==> config.mk <==
export PLATFORM = sky130hd
export DESIGN_NAME = rca_seq_adder_flat
export DESIGN_NICKNAME = d
export VERILOG_FILES = /design/src/rtl/rca_pkg.sv /design/src/rtl/rca_seq_adder_if.sv /design/src/rtl/rca_chunk.sv /design/src/rtl/rca_seq_adder.sv /design/src/flat_wrapper.sv
export SDC_FILE = /design/constraint.sdc
export NUM_CORES = 1
export LEC_CHECK = 0
export ABC_CLOCK_PERIOD_IN_PS = 9850
export BUFFER_PORTS_ARGS = -buffer_cell sky130_fd_sc_hd__buf_2
export CAP_MARGIN = 20
export CORE_MARGIN = 2
export CORE_UTILIZATION = 55
export CTS_CLUSTER_SIZE = 28
export DETAILED_ROUTE_END_ITERATION = 12
export GPL_TIMING_DRIVEN = 1
export PLACE_DENSITY = 0.86
export SYNTH_ARGS = -nofsm -noshare
export SYNTH_HDL_FRONTEND = slang
export SYNTH_SLANG_ARGS = --single-unit
==> constraint.sdc <==
create_clock -name clk -period 9.85 [get_ports clk]
set_input_delay 0.985 -clock clk [delete_from_list [all_inputs] [get_ports clk]]
set_output_delay 0.985 -clock clk [all_outputs]
set_load 0.02 [all_outputs]
==> src/rtl/rca_pkg.sv <==
// Shared definitions for the multi-cycle ripple-carry adder/subtractor.
// Contents:
//   state_t   - controller states (IDLE, RUN, DONE)
//   cnt_width - width of the chunk counter: clog2(nchunk), never below 1
package rca_pkg;

  typedef enum logic [1:0] {
    IDLE = 2'd0,
    RUN  = 2'd1,
    DONE = 2'd2
  } state_t;

  // A single-chunk configuration still needs a 1-bit counter to exist.
  function automatic int cnt_width(input int nchunk);
    if (nchunk <= 1) begin
      return 1;
    end else begin
      return $clog2(nchunk);
    end
  endfunction

endpackage

==> src/rtl/rca_seq_adder_if.sv <==
// Operand/result handshake bundle for rca_seq_adder.
// Signals:
//   in_valid/in_ready   - operation handshake (a, b, cin, sub qualify it)
//   a, b                - WIDTH-bit operands
//   cin                 - carry-in for add, borrow-in for subtract
//   sub                 - 0 = a+b+cin, 1 = a-b-cin
//   out_valid/out_ready - result handshake (sum, cout, ovf qualify it)
//   sum, cout, ovf      - result, MSB carry-out, signed overflow
// Modports: master drives operations and consumes results; slave is the adder.
interface rca_seq_adder_if #(
  parameter int WIDTH = 32
);

  logic             in_valid;
  logic             in_ready;
  logic [WIDTH-1:0] a;
  logic [WIDTH-1:0] b;
  logic             cin;
  logic             sub;
  logic             out_valid;
  logic             out_ready;
  logic [WIDTH-1:0] sum;
  logic             cout;
  logic             ovf;

  modport master (
    output in_valid, a, b, cin, sub, out_ready,
    input  in_ready, out_valid, sum, cout, ovf
  );

  modport slave (
    input  in_valid, a, b, cin, sub, out_ready,
    output in_ready, out_valid, sum, cout, ovf
  );

endinterface

==> src/rtl/rca_chunk.sv <==
// Combinational CHUNK-bit ripple-carry full-adder chain.
// Ports:
//   a, b      - CHUNK-bit addends
//   cin       - carry into bit 0
//   sum       - CHUNK-bit sum
//   cout      - carry out of the top bit
//   c_msb_in  - carry into the top bit (used for signed overflow)
module rca_chunk #(
  parameter int CHUNK = 4
) (
  input  logic [CHUNK-1:0] a,
  input  logic [CHUNK-1:0] b,
  input  logic             cin,
  output logic [CHUNK-1:0] sum,
  output logic             cout,
  output logic             c_msb_in
);

  logic [CHUNK:0] carry_s;

  // Full-adder ripple chain, bit 0 upward.
  always_comb begin
    carry_s    = '0;
    sum        = '0;
    carry_s[0] = cin;
    for (int i = 0; i < CHUNK; i++) begin
      sum[i]       = a[i] ^ b[i] ^ carry_s[i];
      carry_s[i+1] = (a[i] & b[i]) | (carry_s[i] & (a[i] ^ b[i]));
    end
  end

  assign cout     = carry_s[CHUNK];
  assign c_msb_in = carry_s[CHUNK-1];

endmodule

==> src/rtl/rca_seq_adder.sv <==
// Multi-cycle ripple-carry adder/subtractor. A WIDTH-bit operand pair is
// processed CHUNK bits per clock, LSB chunk first, through a registered carry.
// Subtraction is a + ~b + 1 (borrow-in flips the injected carry), so cout=0
// after a subtract means a borrow occurred.
// Ports:
//   clk   - rising-edge clock
//   rst_n - asynchronous active-low reset (aborts any operation in flight)
//   bus   - rca_seq_adder_if.slave: operation handshake in, result handshake out
// Timing: out_valid rises NCHUNK cycles after the accepting edge; results are
// held in DONE until out_ready, giving an issue interval of NCHUNK+2 cycles.
module rca_seq_adder
  import rca_pkg::*;
#(
  parameter int WIDTH = 32,
  parameter int CHUNK = 4
) (
  input  logic            clk,
  input  logic            rst_n,
  rca_seq_adder_if.slave  bus
);

  localparam int NCHUNK = WIDTH / CHUNK;
  localparam int CW     = cnt_width(NCHUNK);

  state_t           state_r;
  state_t           state_nx_s;
  logic [WIDTH-1:0] a_r;
  logic [WIDTH-1:0] b_r;
  logic [WIDTH-1:0] sum_r;
  logic             carry_r;
  logic             cout_r;
  logic             ovf_r;
  logic             out_valid_r;
  logic [CW-1:0]    cnt_r;

  logic [CHUNK-1:0] a_chunk_s;
  logic [CHUNK-1:0] b_chunk_s;
  logic [CHUNK-1:0] chunk_sum_s;
  logic             chunk_cout_s;
  logic             chunk_cmsb_s;
  logic             accept_s;
  logic             last_s;

  assign accept_s = (state_r == IDLE) && bus.in_valid;
  assign last_s   = (cnt_r == CW'(NCHUNK - 1));

  // Controller state register.
  always_ff @(posedge clk or negedge rst_n) begin
    if (!rst_n) begin
      state_r <= IDLE;
    end else begin
      state_r <= state_nx_s;
    end
  end

  // Next-state decode.
  always_comb begin
    state_nx_s = state_r;
    case (state_r)
      IDLE: begin
        if (bus.in_valid) begin
          state_nx_s = RUN;
        end else begin
          state_nx_s = IDLE;
        end
      end
      RUN: begin
        if (last_s) begin
          state_nx_s = DONE;
        end else begin
          state_nx_s = RUN;
        end
      end
      DONE: begin
        if (bus.out_ready) begin
          state_nx_s = IDLE;
        end else begin
          state_nx_s = DONE;
        end
      end
      default: state_nx_s = IDLE;
    endcase
  end

  // Operand chunk select: one-hot AND-OR mux keyed by the chunk counter.
  always_comb begin
    a_chunk_s = '0;
    b_chunk_s = '0;
    for (int i = 0; i < NCHUNK; i++) begin
      a_chunk_s |= a_r[i*CHUNK +: CHUNK] & {CHUNK{cnt_r == CW'(i)}};
      b_chunk_s |= b_r[i*CHUNK +: CHUNK] & {CHUNK{cnt_r == CW'(i)}};
    end
  end

  rca_chunk #(
    .CHUNK (CHUNK)
  ) u_chunk (
    .a        (a_chunk_s),
    .b        (b_chunk_s),
    .cin      (carry_r),
    .sum      (chunk_sum_s),
    .cout     (chunk_cout_s),
    .c_msb_in (chunk_cmsb_s)
  );

  // Operand capture, per-chunk accumulation and final flag latch.
  always_ff @(posedge clk or negedge rst_n) begin
    if (!rst_n) begin
      a_r     <= '0;
      b_r     <= '0;
      sum_r   <= '0;
      carry_r <= 1'b0;
      cout_r  <= 1'b0;
      ovf_r   <= 1'b0;
      cnt_r   <= '0;
    end else begin
      case (state_r)
        IDLE: begin
          if (accept_s) begin
            a_r     <= bus.a;
            b_r     <= bus.sub ? ~bus.b : bus.b;
            carry_r <= bus.cin ^ bus.sub;
            cnt_r   <= '0;
          end
        end
        RUN: begin
          for (int i = 0; i < NCHUNK; i++) begin
            if (cnt_r == CW'(i)) begin
              sum_r[i*CHUNK +: CHUNK] <= chunk_sum_s;
            end
          end
          carry_r <= chunk_cout_s;
          cnt_r   <= cnt_r + CW'(1);
          if (last_s) begin
            cout_r <= chunk_cout_s;
            // Signed overflow: carry into the MSB differs from carry out of it.
            ovf_r  <= chunk_cmsb_s ^ chunk_cout_s;
          end
        end
        DONE: begin
          // Result held stable until the consumer takes it.
        end
        default: begin
          cnt_r <= '0;
        end
      endcase
    end
  end

  // Result-valid flag, registered alongside the DONE state.
  always_ff @(posedge clk or negedge rst_n) begin
    if (!rst_n) begin
      out_valid_r <= 1'b0;
    end else begin
      out_valid_r <= (state_nx_s == DONE);
    end
  end

  assign bus.in_ready  = (state_r == IDLE);
  assign bus.out_valid = out_valid_r;
  assign bus.sum       = sum_r;
  assign bus.cout      = cout_r;
  assign bus.ovf       = ovf_r;

endmodule
==> src/flat_wrapper.sv <==
// flat-port wrapper written by rule: the top's interface ports become plain ports
module rca_seq_adder_flat import rca_pkg::*;
#(
  parameter int WIDTH = 32,
  parameter int CHUNK = 4
)
  (clk, rst_n, bus_in_valid, bus_a, bus_b, bus_cin, bus_sub, bus_out_ready, bus_in_ready, bus_out_valid, bus_sum, bus_cout, bus_ovf);
  rca_seq_adder_if #(.WIDTH(WIDTH)) bus_i ();
  input  logic clk;
  input  logic rst_n;
  input wire logic [$bits(bus_i.in_valid)-1:0] bus_in_valid;
  input wire logic [$bits(bus_i.a)-1:0] bus_a;
  input wire logic [$bits(bus_i.b)-1:0] bus_b;
  input wire logic [$bits(bus_i.cin)-1:0] bus_cin;
  input wire logic [$bits(bus_i.sub)-1:0] bus_sub;
  input wire logic [$bits(bus_i.out_ready)-1:0] bus_out_ready;
  output wire logic [$bits(bus_i.in_ready)-1:0] bus_in_ready;
  output wire logic [$bits(bus_i.out_valid)-1:0] bus_out_valid;
  output wire logic [$bits(bus_i.sum)-1:0] bus_sum;
  output wire logic [$bits(bus_i.cout)-1:0] bus_cout;
  output wire logic [$bits(bus_i.ovf)-1:0] bus_ovf;
  assign bus_i.in_valid = bus_in_valid;
  assign bus_i.a = bus_a;
  assign bus_i.b = bus_b;
  assign bus_i.cin = bus_cin;
  assign bus_i.sub = bus_sub;
  assign bus_i.out_ready = bus_out_ready;
  assign bus_in_ready = bus_i.in_ready;
  assign bus_out_valid = bus_i.out_valid;
  assign bus_sum = bus_i.sum;
  assign bus_cout = bus_i.cout;
  assign bus_ovf = bus_i.ovf;
  rca_seq_adder #(.WIDTH(WIDTH), .CHUNK(CHUNK)) u_core (.clk(clk), .rst_n(rst_n), .bus(bus_i));
endmodule
==> summary.md, run 1 <==
| Metric | Value |
|---|---|
| Routed length on met3 | `654 um` |
| Setup TNS | `0 ns` |
| Syn_area_per_cell | `12.0 sq um` |
| Tot GR Track Use | `0.225` |
| # Post-CTS Setup Buffers | `0` |
| Post-layout util | `0.638` |
| Met1 WL | `4.42 mm` |
| Num CTS Buffers | `9` |
| Clock latency at the later pin of the worst-skew pair | `roughly 0.36 ns` |
| Yosys cell types | `34` |
| CTS Root Cell | `clkbuf_8` |
| Synth Warn # | `0` |
| H-tree Lvls | `3` |
| Critical path fanouts, max | `17` |
| CTS tree | `built` |
| Total wire length | `about 10 mm` |
| Wire per inst | `16.8 um` |
| Highest layer used for signal routing | `met4` |
| Starting density of the core | `0.559` |
| Crit share post-route | `0.397` |
| Chip height | `between 90 and 100 um` |
| Final std cells w/o fill | `a little over 600` |
| Filler Cells Inserted | `682` |
| Ant diodes | `0` |
| Global-route wire length before repair | `16.9 mm` |
| Io pins | `~110` |
| Buffers on Ports | `105` |
| Top FF cell, synth | `dfrtp_1` |
| Top post-synthesis cells by area | `dfrtp_1 55%, mux2_2 12%, xnor2_1 5.8%, a21oi_1 3.3%, a222oi_1 3.3%` |
| Max-slew violations | `0` |
| Setup violators final | `0` |
| Via count | `3453` |
| Synth Cell Area | `4810 sq um` |
| Yosys top cell by area | `dfrtp_1` |
| Max-Cap Viols | `0` |
| Vias in the first global route | `3409` |
| Detailed route wirelength on metal2 | `4.91 mm` |
| Total gr overflow | `0` |
| Longest Clk Path Bufs | `2` |
| Clock Pin Slew Worst Setup and Hold Paths | `0.09 ns` |
| Total power per unit cell area | `374 nW/um^2` |
| Sink Count | `105` |
| CP Launch Type | `flip-flop` |
| Remaining DRCs | `0` |
| Minimum clock period | `between 3 and 4 ns` |
| Critical Path RT | `10.10 ns` |
| Lkg Pwr | `2.48 nW` |
| Chip Width | `~97 um` |
| DR iter-0 viols | `between 300 and 400` |
| Initial antenna violation count | `0` |
| Largest net degree at the start of global routing | `67` |
| Hold buffers post-CTS | `0` |
| Slew of the pin with the lowest slew margin | `between 0.8 and 0.9 ns` |
| Die area | `roughly 9500 sq um` |
| FP Rows | `34` |
| RSZ-0062 raised after global routing | `false` |
| Yosys top cell area share | `0.547` |
| Nets | `about 570` |
| Placed cell count | `590` |
| Fmax | `256 MHz` |
| Layout cells sized above 1 | `0.348` |
| Status | `completed` |
| Crit path DAT | `4.15 ns` |
| Final setup margin | `5.94 ns` |
| Post-DRT Antenna Nets | `0` |
| Worst slew margin | `0.440` |
| Syn nets | `481` |
| Crit path capture type | `flip-flop` |
| Number of flops mapped to enable cells by yosys | `0` |
| Drt pass-1 iters | `8` |
| Synth Register Bits | `105` |
| Dpl ws | `5.95 ns` |
| Peak VDD IR | `0.227 mV` |
| Type of the worst setup path | `flip-flop to flip-flop` |
| Hold Violations, Final | `0` |
| Cell count after synthesis | `401` |
| CTS resizes | `0` |
| Sequential share of the synthesized area | `0.547` |
| Vias/cell | `~5.7` |
| Area growth from synthesis to layout | `14.0%` |
| Hpwl dp | `7.43 mm` |
| Layout Skew | `0.0135 ns` |
| HP Class | `flip-flop to flip-flop` |
| Core area | `around 8600 sq um` |
| Async SR Flop Fraction | `1.00` |
| Hold Slack | `0.484 ns` |
| Routability cong. | `0.880` |
-- state kept, by name (all words and copies together) (netlist names) --
name	cells
u_core.b_r	32
u_core.carry_r	1
u_core.bus.ovf	1
u_core.cnt_r	3
u_core.bus.cout	1
u_core.state_r	2
u_core.bus.out_valid	1
u_core.a_r	32
u_core.bus.sum	32
-- cells by family after synthesis --
group | share of synthesized area
AO/OA/AOI/OAI | 0.110
multiplexers | 0.128
AND/OR/NAND/NOR | 0.0794
flip-flops | 0.547
buffers and inverters | 0.0422
adder cells (fa/ha/maj) | 0.0323
XOR/XNOR | 0.0619
-- cells in the mapped netlist, types with 3 or more instances --
master	number
a22oi_1	4
buf_4	5
ha_1	6
clkbuf_1	3
mux2i_1	3
nand3_1	4
nand2_1	28
mux2_2	50
a21oi_1	32
o21ai_0	20
nand2b_1	3
buf_6	3
buf_2	14
dfrtp_1	105
inv_1	8
fa_1	4
nand4bb_1	3
nand4b_1	3
nor2_1	35
xnor2_1	32
a222oi_1	16
-- worst paths after layout --
path / startpoint / to / slack (ns) / depth (start not counted)
worst max-delay path: u_core.cnt_r[0] / u_core.bus.sum[31] / 5.94 / 13
worst min-delay path: u_core.bus.sum[18] / u_core.bus.sum[18] / 0.48 / 2
worst max register to register: u_core.cnt_r[0] / u_core.bus.sum[31] / 5.94 / 13
worst min register to register: u_core.bus.sum[18] / u_core.bus.sum[18] / 0.48 / 2
max in group asynchronous: rst_n / u_core.b_r[21] / 8.08 / 2
min in group asynchronous: rst_n / u_core.a_r[18] / 0.58 / 1
-- per-stage QoR --
| step | cell area (sq um) | total power, mW |
|---|---|---|
| finish | 5480 | 2.05 |
| global route | 5480 | 2.22 |
| CTS | 5480 | 2.07 |
| detailed placement | 5320 | 1.84 |
| global placement | 5320 | 1.78 |
| floorplan | 4810 | 1.50 |
-- power breakdown --
part,switching (mW),internal [mW]
combinational,0.587,0.434
sequential,0.153,0.647
clock,0.139,0.0913
total,0.879,1.17
-- layout by cell type, fill, tap and decap left out, drive strengths merged, types with 6 or more instances in the layout --
cell type / synthesis / layout
a222oi: 16 / 16
nor2: 35 / 35
dfrtp: 105 / 105
a21oi: 32 / 32
buf: 23 / 108
clkbuf: 4 / 11
xnor2: 32 / 32
nand2: 28 / 28
mux2: 52 / 52
o21ai: 20 / 20
ha: 6 / 6
inv: 8 / 9
-- final cells by class --
| class | count | area [sq um] | area share |
|---|---|---|---|
| sequential | 105 | 2630 | 0.479 |
| inverter | 8 | 30.0 | 0.00548 |
| clock buffer | 11 | 131 | 0.0240 |
| clock inverter | 4 | 28.8 | 0.00525 |
| timing repair buffer | 108 | 551 | 0.100 |
| multi-input combinational | 261 | 1980 | 0.361 |
| tap | 108 | 135 | 0.0247 |
-- per-layer routing --
layer  vias up  GRT usage
li1       1597          -
met1      1697      0.323
met2       142      0.348
met3        17     0.0417
met4         0     0.0801
met5         -          0
-- critical path, stage by stage, from the launching register on --
cell and delay [ns]:
dfrtp_1 0.42, inv_1 0.09, ha_1 0.41, a222oi_1 0.42
nand2_1 0.10, a222oi_1 0.46, fa_1 0.25, inv_1 0.05
fa_1 0.35, inv_1 0.08, fa_1 0.20, inv_1 0.06
fa_1 0.57, mux2_2 0.32
Note: power is estimated with default switching activity, not from simulation.
==> run 2: changes to the inputs <==
Settings changed: ABC_CLOCK_PERIOD_IN_PS 9850 to 3620, CORE_UTILIZATION 55 to 54, PLACE_DENSITY 0.86 to 0.84.
Clock period 9.85 ns to 3.62 ns, I/O delays scaled along.
==> summary.md, run 2 (synthesized netlist as in run 1, its figures left out) <==
| Metric | Value |
|---|---|
| Total power per unit cell area | `1050 nW/um^2` |
| Crit path capture type | `flip-flop` |
| Sequential share of power | `0.366` |
| Final std cells w/o fill | `around 620` |
| Sw Pwr | `about 2.5 mW` |
| Via count | `3468` |
| Lkg Pwr | `2.57 nW` |
| Combinational power share | `0.511` |
| RSZ-0062 raised after global routing | `false` |
| Design Power | `between 5 and 6 mW` |
| Buffers on Ports | `105` |
| Post-layout util | `0.654` |
| Hpwl dp | `7.72 mm` |
| Chip Width | `98.4 um` |
| Buf+Inv Stages, Crit Path | `4` |
| Tot GR Track Use | `0.228` |
| Reg2reg setup slack | `between 0.1 and 0.15 ns` |
| Commonest non-fill, non-tap cell in the layout | `buf_2` |
| Minimum clock period | `approximately 3.5 ns` |
| Chip height | `roughly 98 um` |
| Wire per inst | `17.4 um` |
| Sw frac | `0.417` |
| Io pins | `approximately 110` |
| Setup violators final | `0` |
| Worst slew margin | `0.427` |
| Largest net degree at the start of global routing | `92` |
| Global-route wire length before repair | `17.3 mm` |
| Clock Pin Slew Worst Setup and Hold Paths | `0.10 ns` |
| Ant diodes | `0` |
| Peak VDD IR | `0.568 mV` |
| Status | `complete, but fails checks` |
| Crit share post-route | `0.968` |
| Failing checks | `negative hold slack` |
| Total wire length | `around 11 mm` |
| HP Class | `input pin to asynchronous set/reset pin` |
| FP Rows | `34` |
| CP max-delay cell | `fa_2` |
| Hold buffers post-CTS | `0` |
| Post-place instance area | `5380 sq um` |
| Reg-to-Reg Start | `u_core.cnt_r[0]` |
| H-tree Lvls | `3` |
| Routability cong. | `0.972` |
| Max-slew violations | `0` |
| Fmax | `285 MHz` |
| Clock latency at the later pin of the worst-skew pair | `0.37 ns` |
| Area growth from synthesis to layout | `18.0%` |
| Longest Clk Path Bufs | `2` |
| Placed cell count | `around 600` |
| Critical Path RT | `3.87 ns` |
| Post-DRT Antenna Nets | `0` |
| Setup TNS | `0 ns` |
| DR iter-0 viols | `about 290` |
| CTS tree | `built` |
| Num CTS Buffers | `9` |
| CP Launch Type | `flip-flop` |
| Layout cells sized above 1 | `0.387` |
| Worst-case reg-to-reg path depth | `13` |
| Crit path DAT | `3.75 ns` |
| Clock network power share | `0.124` |
| Starting density of the core | `0.554` |
| # Post-CTS Setup Buffers | `0` |
| Layout Skew | `0.0109 ns` |
| Sink Count | `105` |
| Most frequent cells in the layout | `104 x buf_2, 103 x dfrtp_1, 48 x mux2_2` |
| Slew of the pin with the lowest slew margin | `between 0.8 and 0.9 ns` |
| Initial antenna violation count | `0` |
| Critical path fanouts, max | `8` |
| Die area | `9670 sq um` |
| Vias/cell | `5.64` |
| Highest cell delay on the worst timing path | `0.53 ns` |
| Post-route cell area | `5670 sq um` |
| Total gr overflow | `0` |
| Drt pass-1 iters | `5` |
| Pint | `about 3.5 mW` |
| Hold Slack | `-0.00692 ns` |
| Vias in the first global route | `3440` |
| Remaining DRCs | `0` |
| Top cell by count, worst path | `fa_2` |
| Crit-path leading delay family | `adder cells` |
| Nets | `582` |
| Hold Violations, Final | `24` |
| CTS Root Cell | `clkbuf_8` |
| Max-Cap Viols | `0` |
| CP cell instances | `inv_2, ha_4, a222oi_1, nand2_1, a222oi_1, fa_2, inv_1, fa_2, inv_2, fa_2, inv_1, fa_2, mux2_4` |
| Worst r2r dst | `u_core.bus.sum[11]` |
| Type of the worst setup path | `flip-flop to flip-flop` |
| Core area | `about 8700 sq um` |
run 2: cell count changes in the layout (fill, tap and decap cells not counted), sizes merged:
cell	previous run	this run
clkinv	1	2
clkinvlp	2	1
clkbuf	11	12
buf	108	117
bufinv	0	1
inv	9	8
run 2: worst max path at each step:
| stage | slack (ns) | from | end | depth (start not counted) |
|---|---|---|---|---|
| finish | 0.12 | u_core.cnt_r[0] | u_core.bus.sum[11] | 13 |
| global route | 0.009 | u_core.cnt_r[0] | u_core.bus.sum[11] | 13 |
| CTS | 0.08 | u_core.cnt_r[0] | u_core.bus.sum[11] | 13 |
| detailed placement | 0.01 | u_core.cnt_r[0] | u_core.bus.sum[7] | 13 |
| global placement | 0.16 | u_core.cnt_r[0] | u_core.bus.sum[15] | 13 |
| floorplan | 0.15 | u_core.cnt_r[2] | u_core.bus.sum[11] | 15 |
run 2: final cells by class:
class / instances / area (sq um)
flip-flops and latches: 105 / 2630
clock inverters: 4 / 51.3
fillers: 673 / 3010
repair buffers: 117 / 638
inverters: 8 / 30.0
well taps: 108 / 135
multi-input cells: 261 / 2030
clock buffers: 12 / 155
run 2: routing by layer:
layer	GRT usage	part of all wire	up-vias
li1	-	-	1611
met1	0.319	0.45	1707
met2	0.350	0.47	129
met3	0.0523	0.058	21
met4	0.0875	0.021	0
met5	0	0	-
run 2: power groups by stage:
stage               Combinational [mW]  Clock (mW)  Sequential [mW]
floorplan                         1.85           0             2.25
global route                      3.34       0.793             2.24
CTS                               2.92       0.745             2.16
detailed placement                2.88           0             2.18
finish                            3.05       0.737             2.18
global placement                  2.73           0             2.17
run 2: repair_timing:
item / 4_1_cts / 5_1_grt
cloned: 0 / 0
gates resized for setup: 1 / 16
hold endpoints to repair: 0 / 0
endpoints found under the setup margin: 5 / 8
pin swaps: 1 / 8
run 2: through the flow:
step | hold WS (ns) | setup slack (ns)
2_1_floorplan | 0.0664 | 0.150
3_3_place_gp | 0.456 | 0.159
3_5_place_dp | 0.471 | 0.0116
4_1_cts | 0.199 | 0.0808
5_1_grt | 0.0157 | 0.00912
6_report | -0.00692 | 0.117
